$ cat src/rtl/mbc_pkg.sv
// Shared constants and types for the multi-kind cartridge memory bank controller.
package mbc_pkg;

   localparam logic [1:0] MBC_KIND_MBC1 = 2'd0;
   localparam logic [1:0] MBC_KIND_MBC3 = 2'd1;
   localparam logic [1:0] MBC_KIND_MBC5 = 2'd2;

   localparam int unsigned RTC_IDX_W = 3;
   localparam logic [RTC_IDX_W-1:0] RTC_SEC = 3'd0;
   localparam logic [RTC_IDX_W-1:0] RTC_MIN = 3'd1;
   localparam logic [RTC_IDX_W-1:0] RTC_HR  = 3'd2;
   localparam logic [RTC_IDX_W-1:0] RTC_DL  = 3'd3;
   localparam logic [RTC_IDX_W-1:0] RTC_DH  = 3'd4;

   // Regions keyed on iadr[15:13] (8 KiB windows) and iadr[15:14] (16 KiB ROM windows)
   localparam logic [2:0] REG_RAM_ENA = 3'b000;
   localparam logic [2:0] REG_BANK_LO = 3'b001;
   localparam logic [2:0] REG_BANK_HI = 3'b010;
   localparam logic [2:0] REG_MODE    = 3'b011;
   localparam logic [2:0] REG_RAM     = 3'b101;
   localparam logic [1:0] ROM_FIXED   = 2'b00;
   localparam logic [1:0] ROM_SWITCH  = 2'b01;

   typedef struct packed {
      logic       carry;
      logic       halt;
      logic [8:0] day;
      logic [4:0] hr;
      logic [5:0] min;
      logic [5:0] sec;
   } rtc_regs_t;

endpackage

$ cat src/rtl/mbc_rtc.sv
// MBC3 real-time clock: live counters, latch sequence and latched read-back copy.
module mbc_rtc
   import mbc_pkg::*;
(
   input  logic                 clk,
   input  logic                 reset_n,
   input  logic                 tick,
   input  logic                 wr,
   input  logic                 latch_wr,
   input  logic [RTC_IDX_W-1:0] idx,
   input  logic [7:0]           wdata,
   output logic [7:0]           rdata
);

   rtc_regs_t live, live_nxt, latched;
   logic      latch_armed;

   // Tick cascade first, then a CPU write overrides the addressed register
   always_comb begin : live_update
      live_nxt = live;
      if (tick && !live.halt) begin
         if (live.sec == 6'd59) begin
            live_nxt.sec = 6'd0;
            if (live.min == 6'd59) begin
               live_nxt.min = 6'd0;
               if (live.hr == 5'd23) begin
                  live_nxt.hr = 5'd0;
                  if (live.day == 9'd511) begin
                     live_nxt.day   = 9'd0;
                     live_nxt.carry = 1'b1;
                  end else begin
                     live_nxt.day = live.day + 9'd1;
                  end
               end else begin
                  live_nxt.hr = live.hr + 5'd1;
               end
            end else begin
               live_nxt.min = live.min + 6'd1;
            end
         end else begin
            live_nxt.sec = live.sec + 6'd1;
         end
      end
      if (wr) begin
         case (idx)
            RTC_SEC: live_nxt.sec      = wdata[5:0];
            RTC_MIN: live_nxt.min      = wdata[5:0];
            RTC_HR:  live_nxt.hr       = wdata[4:0];
            RTC_DL:  live_nxt.day[7:0] = wdata;
            RTC_DH: begin
               live_nxt.day[8] = wdata[0];
               live_nxt.halt   = wdata[6];
               live_nxt.carry  = wdata[7];
            end
            default: ;
         endcase
      end
   end

   always_ff @(posedge clk) begin
      if (!reset_n) begin
         live        <= '0;
         latched     <= '0;
         latch_armed <= 1'b0;
      end else begin
         live <= live_nxt;
         if (latch_wr) begin
            latch_armed <= (wdata == 8'h00);
            if (latch_armed && wdata == 8'h01) latched <= live;
         end
      end
   end

   always_comb begin : read_mux
      rdata = 8'h00;
      case (idx)
         RTC_SEC: rdata = {2'b00, latched.sec};
         RTC_MIN: rdata = {2'b00, latched.min};
         RTC_HR:  rdata = {3'b000, latched.hr};
         RTC_DL:  rdata = latched.day[7:0];
         RTC_DH:  rdata = {latched.carry, latched.halt, 5'b00000, latched.day[8]};
         default: rdata = 8'h00;
      endcase
   end

endmodule

$ cat src/rtl/mbc_multi.sv
// Run-time selectable MBC1/MBC3/MBC5 bank controller; define MBC_RTC_EN to
// build in the MBC3 real-time clock (mbc_rtc).
module mbc_multi
   import mbc_pkg::*;
#(
   parameter  int unsigned ROM_BANK_W = 9,
   parameter  int unsigned RAM_BANK_W = 4,
   localparam int unsigned OADR_W     = ROM_BANK_W + 14
) (
   input  logic              clk,
   input  logic              reset_n,
   input  logic [1:0]        kind,
   input  logic              default_mode,
   input  logic [15:0]       iadr,
   input  logic [7:0]        data,
   input  logic              read,
   input  logic              write,
   input  logic              rtc_tick,
   output logic [OADR_W-1:0] oadr,
   output logic              sel_rom,
   output logic              sel_ram,
   output logic              sel_rtc,
   output logic [7:0]        rtc_rdata
);

   localparam int unsigned BANK_TMP_W = 16;

   logic [ROM_BANK_W-1:0] rom_bank, rom_bank_nxt, eff_bank;
   logic [RAM_BANK_W-1:0] ram_bank, ram_bank_nxt;
   logic [BANK_TMP_W-1:0] rom_wide, ram_wide;
   logic                  ena_ram, ena_ram_nxt, mode, mode_nxt, write_q, commit;
   logic                  rtc_sel;
   logic [7:0]            rtc_val;
   logic [2:0]            wreg;
   logic                  kind_mbc1, kind_mbc3;
   logic                  unused;

   assign wreg      = iadr[15:13];
   assign kind_mbc1 = (kind == MBC_KIND_MBC1);
   assign kind_mbc3 = (kind == MBC_KIND_MBC3);
   assign commit    = write & ~write_q;

`ifdef MBC_RTC_EN
   logic [RTC_IDX_W-1:0] rtc_idx, rtc_idx_nxt;
   logic                 rtc_sel_nxt;

   always_ff @(posedge clk) begin
      if (!reset_n) begin
         rtc_sel <= 1'b0;
         rtc_idx <= '0;
      end else begin
         rtc_sel <= rtc_sel_nxt;
         rtc_idx <= rtc_idx_nxt;
      end
   end

   mbc_rtc u_rtc (
      .clk      (clk),
      .reset_n  (reset_n),
      .tick     (rtc_tick),
      .wr       (commit && wreg == REG_RAM && rtc_sel && ena_ram),
      .latch_wr (commit && kind_mbc3 && wreg == REG_MODE),
      .idx      (rtc_idx),
      .wdata    (data),
      .rdata    (rtc_val)
   );

   assign unused = read;
`else
   assign rtc_sel = 1'b0;
   assign rtc_val = 8'h00;
   assign unused  = read ^ rtc_tick;
`endif

   // Bank-register updates; wide temporaries let oversized fields drop silently
   always_comb begin : write_decode
      rom_wide    = BANK_TMP_W'(rom_bank);
      ram_wide    = BANK_TMP_W'(ram_bank);
      ena_ram_nxt = ena_ram;
      mode_nxt    = mode;
`ifdef MBC_RTC_EN
      rtc_sel_nxt = rtc_sel;
      rtc_idx_nxt = rtc_idx;
`endif
      if (commit) begin
         if (wreg == REG_RAM_ENA) ena_ram_nxt = (data[3:0] == 4'hA);
         if (kind_mbc1) begin
            case (wreg)
               REG_BANK_LO: rom_wide[4:0] = data[4:0];
               REG_BANK_HI: begin
                  if (!mode) rom_wide[6:5] = data[1:0];
                  else       ram_wide[1:0] = data[1:0];
               end
               REG_MODE:    mode_nxt = data[0];
               default: ;
            endcase
         end else if (kind_mbc3) begin
            case (wreg)
               REG_BANK_LO: rom_wide[6:0] = data[6:0];
               REG_BANK_HI: begin
                  if (data[7:3] == 5'd0) begin
                     ram_wide = BANK_TMP_W'(data[2:0]);
`ifdef MBC_RTC_EN
                     rtc_sel_nxt = 1'b0;
                  end else if (data <= 8'h0C) begin
                     rtc_sel_nxt = 1'b1;
                     rtc_idx_nxt = RTC_IDX_W'(data - 8'h08);
`endif
                  end
               end
               default: ;
            endcase
         end else begin
            case (wreg)
               REG_BANK_LO: begin
                  if (!iadr[12]) rom_wide[7:0] = data;
                  else           rom_wide[8]   = data[0];
               end
               REG_BANK_HI: ram_wide = BANK_TMP_W'(data[3:0]);
               default: ;
            endcase
         end
      end
      rom_bank_nxt = ROM_BANK_W'(rom_wide);
      ram_bank_nxt = RAM_BANK_W'(ram_wide);
   end

   always_ff @(posedge clk) begin
      if (!reset_n) begin
         rom_bank <= '0;
         ram_bank <= '0;
         ena_ram  <= 1'b0;
         mode     <= default_mode;
         write_q  <= 1'b0;
      end else begin
         rom_bank <= rom_bank_nxt;
         ram_bank <= ram_bank_nxt;
         ena_ram  <= ena_ram_nxt;
         mode     <= mode_nxt;
         write_q  <= write;
      end
   end

   // Bank 0 aliasing in the switchable window differs per controller kind
   always_comb begin : eff_bank_calc
      eff_bank = rom_bank;
      if (kind_mbc1 && rom_bank[4:0] == 5'd0) eff_bank[0] = 1'b1;
      else if (kind_mbc3 && rom_bank == '0)   eff_bank = ROM_BANK_W'(1);
   end

   always_comb begin : addr_decode
      oadr      = '0;
      sel_rom   = 1'b0;
      sel_ram   = 1'b0;
      sel_rtc   = 1'b0;
      rtc_rdata = 8'h00;
      if (iadr[15:14] == ROM_FIXED) begin
         sel_rom = 1'b1;
         oadr    = OADR_W'(iadr[13:0]);
      end else if (iadr[15:14] == ROM_SWITCH) begin
         sel_rom = 1'b1;
         oadr    = {eff_bank, iadr[13:0]};
      end else if (wreg == REG_RAM) begin
         oadr      = OADR_W'({ram_bank, iadr[12:0]});
         sel_ram   = ena_ram & ~rtc_sel;
         sel_rtc   = ena_ram & rtc_sel;
         rtc_rdata = rtc_sel ? rtc_val : 8'h00;
      end
      if (!reset_n) begin
         sel_rom   = 1'b0;
         sel_ram   = 1'b0;
         sel_rtc   = 1'b0;
         rtc_rdata = 8'h00;
      end
   end

endmodule

$ cat config.mk
export PLATFORM = sky130hd
export DESIGN_NAME = mbc_multi
export DESIGN_NICKNAME = d
export VERILOG_FILES = /design/src/rtl/mbc_pkg.sv /design/src/rtl/mbc_rtc.sv /design/src/rtl/mbc_multi.sv
export SDC_FILE = /design/constraint.sdc
export NUM_CORES = 1
export LEC_CHECK = 0
export CAP_MARGIN = 20
export CORE_MARGIN = 2
export CORE_UTILIZATION = 30
export CTS_BUF_LIST = sky130_fd_sc_hd__clkbuf_8
export CTS_CLUSTER_SIZE = 10
export DETAILED_ROUTE_END_ITERATION = 16
export GPL_ROUTABILITY_DRIVEN = 0
export PLACE_DENSITY_LB_ADDON = 0.1
export SYNTH_ARGS = -nofsm -noshare
export SYNTH_HDL_FRONTEND = slang
export SYNTH_SLANG_ARGS = --single-unit
$ cat constraint.sdc
create_clock -name clk -period 3.8 [get_ports clk]
set_input_delay 0.57 -clock clk [delete_from_list [all_inputs] [get_ports clk]]
set_output_delay 0.57 -clock clk [all_outputs]
set_load 0.1 [all_outputs]
Word-level counts from Yosys, hierarchy flattened:

Index checks and enable logic that the tools add are counted.

* register bits: 16
* input port bits: 32
* output and inout port bits: 34
* logic and storage cells: 79

* eq/ne operators: 16
* muxes and demuxes: 32
* bitwise logic cells: 5
* reduce and logical (&&, ||, !) cells: 17

Operator list (count)
* $mux 23: 2
* $mux 7: 5
* $mux 17: 1
* $mux 4: 4
* $reduce_and 5->1: 3
* $mux 1: 12
* $logic_not 5->1: 2
* $mux 2: 5
* $ne 2x1->1 const B: 5
* $logic_not 9->1: 1
* $mux 9: 1
* $mux 8: 1
* $reduce_and 4->1: 2
* $eq 3x2->1 const B: 2
* $reduce_and 3->1: 2
* $mux 5: 1
* $eq 2x1->1 const B: 2
* $eq 4x4->1 const B: 1
* $logic_not 2->1: 2
* $ne 2x2->1 const B: 2
* $not 1->1: 4
* $eq 3x1->1 const B: 1
* $eq 3x3->1 const B: 1
* $logic_not 3->1: 1
* 6 further kinds: 7

Longest topological paths before layout:

* word-level depth: 6
* gate-level depth with buffers: 5
* gate-level depth less buffers: 4

Least setup slack after synthesis:

No wires, ideal clock.

* path type: in2out
* start point: input port iadr[14]
* end point: output port oadr[13]
* arrival time: 2.880 ns
* data required time: 3.230 ns
* slack: 0.350 ns
* stages: 2
* path buffers: 0
* cell sequence: nand2b_1 a21boi_0

* longest elaborated chain between the ends: 4
* elaborated cells on any way between the ends: 6
* classes of those cells: 2 x eq/ne; 3 x mux; 1 x reduce/logical

Ends and longest elaborated chain
* start: declaration: RTL line mbc_multi.sv:14 `input logic [15:0] iadr,`
* $eq 3x3->1: RTL line mbc_multi.sv:163 `end else if (wreg == REG_RAM) begin`
* $mux 17: RTL line mbc_multi.sv:163
* $mux 23: RTL line mbc_multi.sv:160 `end else if (iadr[15:14] == ROM_SWITCH) begin`
* $mux 23 (*): RTL line mbc_multi.sv:157 `if (iadr[15:14] == ROM_FIXED) begin`
* end: declaration: RTL line mbc_multi.sv:19 `output logic [OADR_W-1:0] oadr,`

Mark *: on every way between the ends. The rest lies on a longest branch, timed or not.

Worst setup path after layout:

* start point: input port iadr[14]
* end point: output port oadr[15]

Same word-level chain as after synthesis.

==> qor.yml <==
flow_run:
  cap_violations: 0
timing:
  min_period_ps: 2860
  hold_violations: 0
  setup_viol: 0
  drv_slew: 0
  rsz0062_at_grt: "no"
  maxSlewHeadroom_pct: 56.2
  fin_crit_sh_pct: 75.2
  fin_skew_ps: 0.422
  fin_ws_ps: 941
  fin_hold_ws_ps: 458
  worstMarginPinSlew_ps: 656
  max_freq_ghz: 0.350
  timing.setup.tns_ps: 0
yosys:
  syn_avg_cell_area_um2: 8.24
  ys_warn_count: 0
  synthTopCellsByArea: "dfxtp_1, and2_1, mux2i_1"
  yosysTopAreaCellShare_pct: 28.0
  syn_area_um2: 1070
  ys_types: 36
  synth_top_area_cell: "dfxtp_1"
  netlist_instances: 130
  yosys_register_bits: 16
  seq_area_frac_synth_pct: 30.8
detailed_routing:
  drc: 0
  num_vias: 1053
  antenna_left: 0
  drtIter0Drc: 15
  vias_per_cell: 4.64
  dr.pass1.iters: 4
  wl_per_cell_um: 13.2
  wl_mm: 3.00
finish:
  seq_area_um2: 330
  fillCellCount: 346
  syn_to_final_growth_pct: 48.7
  final_area_um2: 1590
  layout.nets: 214
  drive_gt1_share_pct: 18.8
  multi_input_area_um2: 661
  diodes: 0
die:
  initial_utilization_pct: 31.6
  die_w_um: 63.8
  core_um2: 3390
  die_area_um2: 4060
  fp.dieH_um: 63.8
  rows: 21
  ioPinCount: 66
worst_setup_path:
  slowest_stage: "clkdlybuf4s50_1"
  cp_cell_sequence: "clkdlybuf4s50_1 -> nor2b_1 -> a22o_1 -> buf_4"
  max_stage_delay_ps: 600
  worst-path-max-fanout: 10
  required_ps: 3230
  startpoint_type: "input pin"
  critPathArrivalTime_ps: 2290
  end_kind: "output pin"
  crit_type: "input pin to output pin"
clock_network:
  htreeDepth: 1
  clock_path_buffers: 2
  clock_sinks: 16
  clkLatencyLatePin_ps: 250
  path_clk_slew_ps: 60
  cts_buffers: 3
  cts_tree: "yes"
  cts-root-buf: "clkbuf_8"
  cts_hold_buf: 0
  cts_setup_buffers: 0
  postCtsResizedCells: 0
global_routing:
  grt_pass1_wl_mm: 4.96
  grt_max_degree: 14
  antenna_found_initial: 0
  track_usage_pct: 15.6
  grt_pass1_vias: 1036
  grt-ovfl-total: 0
power_and_ir_drop:
  comb_power_share_pct: 39.4
  powerDensity_nw_per_um2: 340
  total_power_mw: 0.542
  swShare_pct: 40.5
  pwr-share-seq_pct: 32.3
  switchingPower_mw: 0.220
  leakage_nw: 0.716
  intPower_mw: 0.322
  peakVddDrop_uv: 172
  clkPwrFrac_pct: 28.2
placement:
  dpl_worst_slack_ps: 945
  dpl-instance-area_um2: 1540
  port_buffers: 54
  dp_hpwl_mm: 2.41
min_path:
  hp-class: "flip-flop to flip-flop"
outcome:
  outcome: "finished, final reports clean"
==> worst max-delay path, delay by kind of cell <==
kind / cells / cell delay, ps
AO/OA/AOI/OAI: 1 / 240
buffers and inverters: 2 / 890
AND/OR/NAND/NOR: 1 / 580
==> sequential cells by signal (all words and copies together), names as in the netlist <==
name,count
ena_ram,1
mode,1
ram_bank,4
rom_bank,9
write_q,1
==> Yosys cell counts, drive strengths merged <==
cell type / instances
nand4: 1
nand2b: 4
nand3b: 1
nor4b: 3
buf: 11
mux2: 2
edfxtp: 1
a21boi: 1
conb: 1
nor3: 1
nor2b: 2
a221o: 1
a22o: 3
and3: 1
o21ai: 4
nand2: 11
a21oi: 4
nor3b: 1
nor2: 12
inv: 3
and2b: 1
mux2i: 12
o31ai: 1
dfxtp: 15
nand4b: 1
nand3: 2
o41ai: 1
nor4bb: 1
a31o: 1
clkbuf: 4
o21bai: 1
and2: 22
==> power groups by stage <==
stage	Sequential [mW]	Combinational, mW	Clock (mW)
finish	0.175	0.214	0.153
floorplan	0.178	0.164	0
global route	0.175	0.223	0.166
CTS	0.175	0.215	0.157
global placement	0.179	0.214	0
detailed placement	0.179	0.215	0
==> layout make-up <==
cell class              instances  share of cell area (%)
inverters                       3                   0.707
repair buffers                 54                    30.0
clock buffers                   4                    3.46
well taps                      46                    3.61
flip-flops and latches         16                    20.7
multi-input cells             104                    41.5
==> worst paths after layout <==
path	start	endpoint	slack, ps	depth (start not counted)
setup / recovery	iadr[14]	oadr[15]	940	4
hold / removal	ram_bank[0]	ram_bank[0]	460	2
setup reg to reg	write_q	ram_bank[1]	2370	4
hold reg to reg	ram_bank[0]	ram_bank[0]	460	2
==> cells in the final DEF, fill, tap and decap left out, types with 2 or more instances in the layout <==
cell and count:
nor4b_1 2, a21oi_1 4, dfxtp_1 15, conb_1 9, inv_1 3, mux2i_1 12, nand3_1 2, a22o_1 3
nor2b_1 2, buf_4 25, clkdlybuf4s50_1 29, and2_1 22, nand2_1 11, mux2_2 2, nand2b_1 4, clkbuf_8 4
o21ai_1 3, nor2_1 12
==> through the flow <==
stage	util (%)	std cells
6_report	47.0	227
2_1_floorplan	-	138
5_1_grt	47.0	227
3_5_place_dp	45.4	223
4_1_cts	47.0	227
3_3_place_gp	45.4	223
==> cell families after synthesis <==
logic type	after synthesis	synth area share (%)
AND/OR/NAND/NOR	64	34.3
flip-flops	16	30.8
other	1	0.350
buffers and inverters	18	10.3
AO/OA/AOI/OAI	17	10.9
multiplexers	14	13.3
==> metal layers <==
layer,routed length (um),up-vias,GRT usage (%),part of all wire (%)
met5,0,-,0,0
met1,1310,475,18.4,44
met4,45,0,5.71,1.5
met3,215,5,3.70,7.2
met2,1430,50,27.4,48
li1,-,523,-,-
(Power assumes the default switching activity.)
